$ cat config.mk
export PLATFORM = sky130hd
export DESIGN_NAME = radix4_booth_mult_param_flat
export DESIGN_NICKNAME = d
export VERILOG_FILES = /design/src/rtl/booth_pkg.sv /design/src/rtl/radix4_booth_mult_param_if.sv /design/src/rtl/booth_digit_enc.sv /design/src/rtl/radix4_booth_mult_param.sv /design/src/flat_wrapper.sv
export SDC_FILE = /design/constraint.sdc
export NUM_CORES = 1
export LEC_CHECK = 0
export CAP_MARGIN = 20
export CELL_PAD_IN_SITES_DETAIL_PLACEMENT = 1
export CELL_PAD_IN_SITES_GLOBAL_PLACEMENT = 2
export CORE_MARGIN = 8
export CORE_UTILIZATION = 31
export DETAILED_ROUTE_END_ITERATION = 6
export HOLD_SLACK_MARGIN = 0.05
export PLACE_DENSITY_LB_ADDON = 0.1
export SLEW_MARGIN = 20
export SYNTH_ARGS = -nofsm -noshare
export SYNTH_HDL_FRONTEND = slang
export SYNTH_SLANG_ARGS = --single-unit
$ cat constraint.sdc
create_clock -name clk -period 5.5 [get_ports clk]
set_clock_uncertainty 0.05 [all_clocks]
set_input_delay 0.55 -clock clk [delete_from_list [all_inputs] [get_ports clk]]
set_output_delay 0.55 -clock clk [all_outputs]
set_load 0.05 [all_outputs]
$ cat src/rtl/booth_pkg.sv
// Shared types for the radix-4 Booth multiplier: FSM states and digit selects.
package booth_pkg;

  // Control states of the multiplier sequencer
  typedef enum logic [1:0] {
    IDLE = 2'd0,
    CALC = 2'd1,
    DONE = 2'd2
  } state_e;

  // Booth digit selects produced from one 3-bit multiplier window
  typedef enum logic [2:0] {
    ZERO = 3'd0,
    PX   = 3'd1,
    P2X  = 3'd2,
    MX   = 3'd3,
    M2X  = 3'd4
  } digit_e;

endpackage

$ cat src/rtl/radix4_booth_mult_param_if.sv
// Operand/product handshake bundle for the radix-4 Booth multiplier.
interface radix4_booth_mult_param_if #(
  parameter int WIDTH = 32
);

  logic                 in_valid;
  logic                 in_ready;
  logic [WIDTH-1:0]     x;
  logic [WIDTH-1:0]     y;
  logic                 is_signed;
  logic                 out_valid;
  logic                 out_ready;
  logic [2*WIDTH-1:0]   out;
  logic                 busy;

  // Producer/consumer side: offers operands, accepts products
  modport master (
    output in_valid, x, y, is_signed, out_ready,
    input  in_ready, out_valid, out, busy
  );

  // Multiplier side
  modport slave (
    input  in_valid, x, y, is_signed, out_ready,
    output in_ready, out_valid, out, busy
  );

endinterface

$ cat src/rtl/booth_digit_enc.sv
// Radix-4 Booth recoder: maps {y[2i+1], y[2i], y[2i-1]} to a digit select.
module booth_digit_enc
  import booth_pkg::*;
(
  input  logic [2:0] window_i,
  output digit_e     digit_o
);

  // Pure lookup of the Booth digit for the current multiplier window
  always_comb begin
    digit_o = ZERO;
    case (window_i)
      3'b001, 3'b010: digit_o = PX;
      3'b011:         digit_o = P2X;
      3'b100:         digit_o = M2X;
      3'b101, 3'b110: digit_o = MX;
      default:        digit_o = ZERO;
    endcase
  end

endmodule

$ cat src/rtl/radix4_booth_mult_param.sv
// Sequential radix-4 Booth multiplier: one Booth digit per cycle through a
// single WIDTH+3 bit adder/subtractor, with the multiplier shifting out of the
// low half of a combined {accumulator, multiplier} shift register.
module radix4_booth_mult_param
  import booth_pkg::*;
#(
  parameter int WIDTH = 32
) (
  input logic                      clk,
  input logic                      reset,
  radix4_booth_mult_param_if.slave bus
);

  // Extended operand width, adder width, digit count and counter width
  localparam int XW   = WIDTH + 2;
  localparam int AW   = WIDTH + 3;
  localparam int NDIG = WIDTH / 2 + 1;
  localparam int CW   = $clog2(NDIG + 1);

  state_e          state_q, state_d;
  logic [AW-1:0]   hi_q, hi_d;
  logic [XW-1:0]   lo_q, lo_d;
  logic            prev_q, prev_d;
  logic [XW-1:0]   mcand_q, mcand_d;
  logic [CW-1:0]   cnt_q, cnt_d;

  digit_e          digit;
  logic [AW-1:0]   mag;
  logic [AW-1:0]   addend;
  logic [AW-1:0]   sum;
  logic            sub;

  booth_digit_enc u_digit_enc (
    .window_i ({lo_q[1:0], prev_q}),
    .digit_o  (digit)
  );

  // Single adder/subtractor: negative digits add the inverted magnitude plus one
  always_comb begin
    mag = '0;
    sub = 1'b0;
    case (digit)
      PX:      mag = {mcand_q[XW-1], mcand_q};
      P2X:     mag = {mcand_q, 1'b0};
      MX: begin
        mag = {mcand_q[XW-1], mcand_q};
        sub = 1'b1;
      end
      M2X: begin
        mag = {mcand_q, 1'b0};
        sub = 1'b1;
      end
      default: mag = '0;
    endcase
    addend = sub ? ~mag : mag;
    sum    = hi_q + addend + {{(AW-1){1'b0}}, sub};
  end

  // Sequencer and datapath next-state: capture, per-digit accumulate/shift, hold
  always_comb begin
    state_d = state_q;
    hi_d    = hi_q;
    lo_d    = lo_q;
    prev_d  = prev_q;
    mcand_d = mcand_q;
    cnt_d   = cnt_q;
    case (state_q)
      IDLE: begin
        if (bus.in_valid) begin
          mcand_d = bus.is_signed ? {{2{bus.x[WIDTH-1]}}, bus.x} : {2'b00, bus.x};
          lo_d    = bus.is_signed ? {{2{bus.y[WIDTH-1]}}, bus.y} : {2'b00, bus.y};
          hi_d    = '0;
          prev_d  = 1'b0;
          cnt_d   = '0;
          state_d = CALC;
        end
      end
      CALC: begin
        hi_d   = {{2{sum[AW-1]}}, sum[AW-1:2]};
        lo_d   = {sum[1:0], lo_q[XW-1:2]};
        prev_d = lo_q[1];
        cnt_d  = cnt_q + 1'b1;
        if (cnt_q == CW'(NDIG - 1)) begin
          state_d = DONE;
        end
      end
      DONE: begin
        if (bus.out_ready) begin
          state_d = IDLE;
        end
      end
      default: state_d = IDLE;
    endcase
  end

  // State and datapath registers, cleared immediately by reset
  always_ff @(posedge clk or negedge reset) begin
    if (!reset) begin
      state_q <= IDLE;
      hi_q    <= '0;
      lo_q    <= '0;
      prev_q  <= 1'b0;
      mcand_q <= '0;
      cnt_q   <= '0;
    end else begin
      state_q <= state_d;
      hi_q    <= hi_d;
      lo_q    <= lo_d;
      prev_q  <= prev_d;
      mcand_q <= mcand_d;
      cnt_q   <= cnt_d;
    end
  end

  // Handshake flags decode the state; the product is the low 2*WIDTH bits
  // of the {accumulator, multiplier} register pair
  always_comb begin
    bus.in_ready  = (state_q == IDLE);
    bus.busy      = (state_q == CALC);
    bus.out_valid = (state_q == DONE);
    bus.out       = {hi_q[WIDTH-3:0], lo_q};
  end

endmodule

$ cat src/flat_wrapper.sv
// flat-port wrapper written by rule: the top's interface ports become plain ports
module radix4_booth_mult_param_flat import booth_pkg::*;
#(
  parameter int WIDTH = 32
)
  (clk, reset, bus_in_valid, bus_x, bus_y, bus_is_signed, bus_out_ready, bus_in_ready, bus_out_valid, bus_out, bus_busy);
  radix4_booth_mult_param_if #(.WIDTH(WIDTH)) bus_i ();
  input logic clk;
  input logic reset;
  input wire logic [$bits(bus_i.in_valid)-1:0] bus_in_valid;
  input wire logic [$bits(bus_i.x)-1:0] bus_x;
  input wire logic [$bits(bus_i.y)-1:0] bus_y;
  input wire logic [$bits(bus_i.is_signed)-1:0] bus_is_signed;
  input wire logic [$bits(bus_i.out_ready)-1:0] bus_out_ready;
  output wire logic [$bits(bus_i.in_ready)-1:0] bus_in_ready;
  output wire logic [$bits(bus_i.out_valid)-1:0] bus_out_valid;
  output wire logic [$bits(bus_i.out)-1:0] bus_out;
  output wire logic [$bits(bus_i.busy)-1:0] bus_busy;
  assign bus_i.in_valid = bus_in_valid;
  assign bus_i.x = bus_x;
  assign bus_i.y = bus_y;
  assign bus_i.is_signed = bus_is_signed;
  assign bus_i.out_ready = bus_out_ready;
  assign bus_in_ready = bus_i.in_ready;
  assign bus_out_valid = bus_i.out_valid;
  assign bus_out = bus_i.out;
  assign bus_busy = bus_i.busy;
  radix4_booth_mult_param #(.WIDTH(WIDTH)) u_core (.clk(clk), .reset(reset), .bus(bus_i));
endmodule
==> results of run 1 <==
[metrics by stage]
| stage | utilization, % | hold slack (ns) | instance area, um2 |
|---|---|---|---|
| global route | 39.5 | 0.228 | 8620 |
| floorplan | - | 0.204 | 6910 |
| global placement | 38.1 | 0.426 | 8310 |
| finish | 39.5 | 0.180 | 8620 |
| detailed placement | 38.1 | 0.430 | 8310 |
| CTS | 39.5 | 0.205 | 8620 |
[how the worst min path moves through the flow]
stage	to	slack [ns]
after floorplan	u_core.cnt_q[0]	0.20
after global placement	u_core.mcand_q[32]	0.43
after detailed placement	u_core.cnt_q[4]	0.43
after CTS	u_core.mcand_q[7]	0.20
after global routing	u_core.mcand_q[7]	0.23
final	u_core.hi_q[17]	0.18
[cells in the mapped netlist (all sizes together), types with 3 or more instances]
cell type / instances
o21ai: 51
xnor2: 13
nand2: 197
dfrtp: 108
nand2b: 6
inv: 13
a21o: 15
and3: 4
clkbuf: 35
a22o: 6
buf: 39
nand3: 21
a22oi: 55
a21oi: 44
o21bai: 4
xor2: 50
o22ai: 10
a211oi: 4
a31oi: 3
o31ai: 4
nor2b: 7
nor3: 3
o21a: 4
and2: 3
nor2: 38
nand4: 8
ha: 39
[cell usage in the layout, fill, tap and decap left out, types with 11 or more instances in the layout]
cell type        instances
nor2_1                  37
nand2_1                195
o21ai_0                 48
buf_4                   11
clkdlybuf4s50_1        134
xor2_1                  50
a22oi_1                 55
a21oi_1                 42
xnor2_1                 13
dfrtp_1                108
ha_1                    39
a21o_1                  14
inv_1                   12
nand3_1                 20
[metal layers]
layer / GRT usage [%] / wire length [um] / vias to the layer above
met1: 22.1 / 10500 / 3033
met5: 0 / 0 / -
met3: 3.87 / 1160 / 12
met2: 28.4 / 10800 / 93
met4: 3.73 / 219 / 0
li1: - / - / 2941
[sequential cells by signal, indices dropped and copies added (netlist names)]
register / cells
u_core.lo_q: 34
u_core.hi_q: 33
u_core.mcand_q: 33
u_core.cnt_q: 5
u_core.state_q: 2
u_core.prev_q: 1
[kinds of logic (layout without fill, tap and decap cells)]
logic type	after synthesis	after routing
simple gates	293	293
fa+ha+maj	40	40
xor+xnor	63	63
buf+inv	87	174
compound gates	218	218
flops	108	108
[final cells by class]
class / count / area share, %
inverter: 13 / 0.566
sequential: 108 / 31.4
clock buffer: 9 / 2.61
multi-input combinational: 614 / 43.9
timing repair buffer: 145 / 16.5
clock inverter: 7 / 0.944
tap: 280 / 4.07
[worst max-delay path, cell delays in order (launching register included)]
cell       delay (ns)
dfrtp_1          0.40
inv_1            0.10
ha_1             0.81
buf_4            0.34
a22oi_1          0.12
xor2_1           0.16
ha_1             0.42
and2_1           0.18
nand2_1          0.13
a2111oi_4        0.44
a211oi_2         0.14
o31ai_4          0.36
nand3_2          0.14
a2111oi_0        0.49
or3_1            0.17
==> flow_summary.json, run 1 <==
{
  "die-area_um2": 27300,
  "timing.fmax_mhz": 221,
  "cts_resized": 0,
  "hold_viol": 0,
  "syn_nets": 918,
  "ant_nets": 0,
  "area_growth_pct": 24.7,
  "dr.pass1.iters": 4,
  "synth_fa_ha_area_share_pct": 7.35,
  "grt_max_degree": 61,
  "yosysTopAreaCellShare_pct": 39.1,
  "io_buffers": 135,
  "startpoint": "u_core.lo_q[0]",
  "hpwl_mm": 16.7,
  "cts_tree": "done",
  "finalSetupViolCount": 0,
  "vias_per_cell": 5.17,
  "grt_pass1_wl_mm": 37.0,
  "hold_path.class": "in -> async",
  "arrival_ns": 4.78,
  "io_pins": 136,
  "cts-root-buf": "clkbuf_16",
  "synth_area_leaders": "dfrtp_1, nand2_1, ha_1, xor2_1, a22oi_1",
  "path_max_fanout": 19,
  "drtIter0Drc": 232,
  "cts-htree-levels": 3,
  "cts_buffer_depth": 2,
  "place_inst": 1160,
  "wire_per_inst_um": 19.3,
  "dpl_worst_slack_ns": 1.04,
  "grt_pass1_vias": 6745,
  "slew_headroom_pct": 42.1,
  "ys_warn_count": 0,
  "synth_top_area_cell": "dfrtp_1",
  "seq_area_frac_synth_pct": 39.1,
  "diodes": 0,
  "cts_buffers": 9,
  "drv_cap": 0,
  "cts_setup_buffers": 0,
  "routed_wl_mm": 22.7,
  "crit_type": "reg -> reg",
  "die_w_um": 165,
  "core_um2": 21800,
  "cp.required_ns": 5.75,
  "final.min_clock_period_ns": 4.53,
  "syn_area_um2": 6910,
  "clkTransAtPathRegs_ns": 0.09,
  "synthMuxAreaShare_pct": 0,
  "vias": 6079,
  "finalCritPeriodShare_pct": 82.4,
  "final_layout_size_suffix_gt1_share_pct": 4.91,
  "clock_latency_ns": 0.36,
  "critPathCapture": "u_core.hi_q[30]",
  "reg2reg_depth": 14,
  "synthSimpleGateAreaFrac_pct": 18.0,
  "synthArstFlopShare_pct": 100,
  "synth_compound_area_share_pct": 21.2,
  "rows": 54,
  "worstMarginPinSlew_ns": 0.863,
  "cts-hold-fix-buffers": 0,
  "regArea_um2": 2700,
  "syn_area_per_cell_um2": 8.54,
  "ys_ff_latch": 108,
  "gp_congestion": 0.858,
  "ys_types": 56,
  "fin_ws_ns": 0.968,
  "yosys.area_share.xor_xnor_pct": 7.98,
  "floorplan.initialDensity_pct": 31.7,
  "fin_cells": 1176,
  "rsz0062_at_grt": "false",
  "timing.rr.start": "u_core.lo_q[0]",
  "grt_usage_pct": 17.0,
  "reg2reg_slack_ns": 0.97,
  "r2r-end": "u_core.hi_q[30]",
  "multi_input_area_um2": 3790,
  "antenna_found_initial": 0,
  "synth_top_family_by_area": "compound AO/OA/AOI/OAI gates",
  "setup_tns_ns": 0,
  "synthCells": 809,
  "layout.nets": 1000,
  "end_kind": "register",
  "synthFlopType": "dfrtp_1",
  "gr-total-overflow": 0,
  "status": "completed",
  "clock-sinks": 108,
  "drc": 0,
  "start_kind": "register",
  "die_y_um": 165,
  "n_fill_cell": 2545,
  "synth-edff-count": 0,
  "slew_violations": 0
}
Power of run 1 is left out: the tool's default activity adds up to more than one toggle a clock period on the data nets, which glitch-free logic cannot reach.
==> run 2: changes to the inputs <==
- clock period: 5.5 -> 4.7 ns (I/O delays scaled with it)
==> run 2 against run 1 <==
Compared with the run above: worst hold slack worse by 0.011 ns; cell count is 0.17% higher; sequential share of layout area is 0.068 points lower; maximum frequency is 4.3% higher; critical endpoint unchanged; register-to-register slack worse by 0.61 ns; via count is 0.72% higher; cell area is 0.22% higher; first-iteration DRC count is 1.7% higher; die area stayed put; worst setup slack worse by 0.61 ns; global-route usage is 0.30 points higher.
==> flow_summary.json, run 2 (synthesized netlist as in run 1, its figures left out) <==
{
  "crit_type": "reg -> reg",
  "cts_buffer_depth": 2,
  "end_kind": "register",
  "setup_tns_ns": 0,
  "die_y_um": 165,
  "cts_buffers": 9,
  "fin_util_pct": 39.6,
  "area_growth_pct": 25.0,
  "final_layout_size_suffix_gt1_share_pct": 5.12,
  "drc": 0,
  "core_um2": 21800,
  "hpwl_mm": 16.7,
  "rsz0062_at_grt": "false",
  "cts-root-buf": "clkbuf_16",
  "layout_common_cells": "nand2_1, clkdlybuf4s50_1, dfrtp_1",
  "vias": 6123,
  "die-area_um2": 27300,
  "grt_pass1_wl_mm": 37.7,
  "place_inst": 1162,
  "cts_tree": "done",
  "cp.required_ns": 4.89,
  "slew_headroom_pct": 32.4,
  "layout.nets": 1002,
  "largest_reg_flops": 34,
  "placed_area_um2": 8330,
  "gr-total-overflow": 0,
  "timing.fmax_mhz": 230,
  "path_max_fanout": 14,
  "fin_cells": 1178,
  "postLayoutCellArea_um2": 8640,
  "cts-hold-fix-buffers": 0,
  "rows": 54,
  "drv_cap": 0,
  "floorplan.initialDensity_pct": 31.7,
  "arrival_ns": 4.54,
  "final_common_cell": "nand2_1",
  "start_kind": "register",
  "vias_per_cell": 5.20,
  "dr.pass1.iters": 4,
  "routed_wl_mm": 22.9,
  "grt_usage_pct": 17.3,
  "hold_path.class": "in -> async",
  "largest-register": "u_core.lo_q",
  "final.min_clock_period_ns": 4.34,
  "finalCritPeriodShare_pct": 92.4,
  "n_fill_cell": 2561,
  "antenna_found_initial": 1,
  "diodes": 0,
  "clock-sinks": 108,
  "grt_max_degree": 66,
  "worstMarginPinSlew_ns": 1.01,
  "clock_latency_ns": 0.36,
  "ant_nets": 0,
  "drtIter0Drc": 236,
  "top_regs": "u_core.lo_q x34, u_core.hi_q x33, u_core.mcand_q x33",
  "status": "completed",
  "grt_pass1_vias": 6896,
  "cts-htree-levels": 3,
  "io_pins": 136,
  "io_buffers": 135,
  "clkTransAtPathRegs_ns": 0.08,
  "die_w_um": 165,
  "finalSetupViolCount": 0,
  "wire_per_inst_um": 19.4,
  "slew_violations": 0,
  "hold_viol": 0,
  "gp_congestion": 0.820
}
==> run 2: worst max-delay path: stages (launching register included) <==
cell,delay [ns]
dfrtp_1,0.41
inv_1,0.10
ha_1,0.25
nor2_1,0.18
a21o_1,0.15
o31a_2,0.39
buf_4,0.33
xor2_1,0.10
ha_1,0.47
nand2_1,0.14
a2111oi_4,0.40
a211oi_2,0.14
o31ai_4,0.38
nand3_2,0.15
nand2_2,0.12
a31oi_1,0.08
or3_1,0.37
==> run 2: final timing paths <==
check                                      from  slack (ns)  cells after the start                  to
worst max register to register   u_core.lo_q[0]        0.36                     16     u_core.hi_q[30]
worst min register to register  u_core.cnt_q[4]        0.45                      1     u_core.cnt_q[4]
min in group clk                u_core.cnt_q[4]        0.45                      1     u_core.cnt_q[4]
worst max-delay path             u_core.lo_q[0]        0.36                     16     u_core.hi_q[30]
worst min-delay path                      reset        0.17                      1  u_core.mcand_q[21]
max in group asynchronous                 reset        3.30                      2      u_core.hi_q[7]
==> run 2: cell type report <==
type	instances	area [um2]	area share [%]
clock buffer	10	239	2.77
clock inverter	6	63.8	0.739
inverter	13	48.8	0.565
multi-input combinational	614	3790	43.9
sequential	108	2700	31.3
tap	280	350	4.06
timing repair buffer	147	1440	16.7
==> run 2: per-stage QoR <==
step,worst slack (ns),hold WS [ns]
finish,0.356,0.169
global route,0.0181,0.228
CTS,0.247,0.210
detailed placement,0.298,0.432
global placement,0.469,0.421
floorplan,0.275,0.124
==> run 2: repair_timing <==
action | 4_1_cts | 5_1_grt
setup buffers | 0 | 0
endpoints found under the setup margin | 0 | 4
gates resized for setup | 0 | 1
==> run 2: layer usage <==
| metal | wire length [um] | global-route usage (%) | share of wire (%) |
|---|---|---|---|
| met5 | 13 | 0 | 0.057 |
| met4 | 250 | 3.81 | 1.1 |
| met3 | 1150 | 4.21 | 5.0 |
| met2 | 11300 | 30.1 | 49 |
| met1 | 10200 | 21.3 | 45 |
Power of run 2 is left out for the same reason.
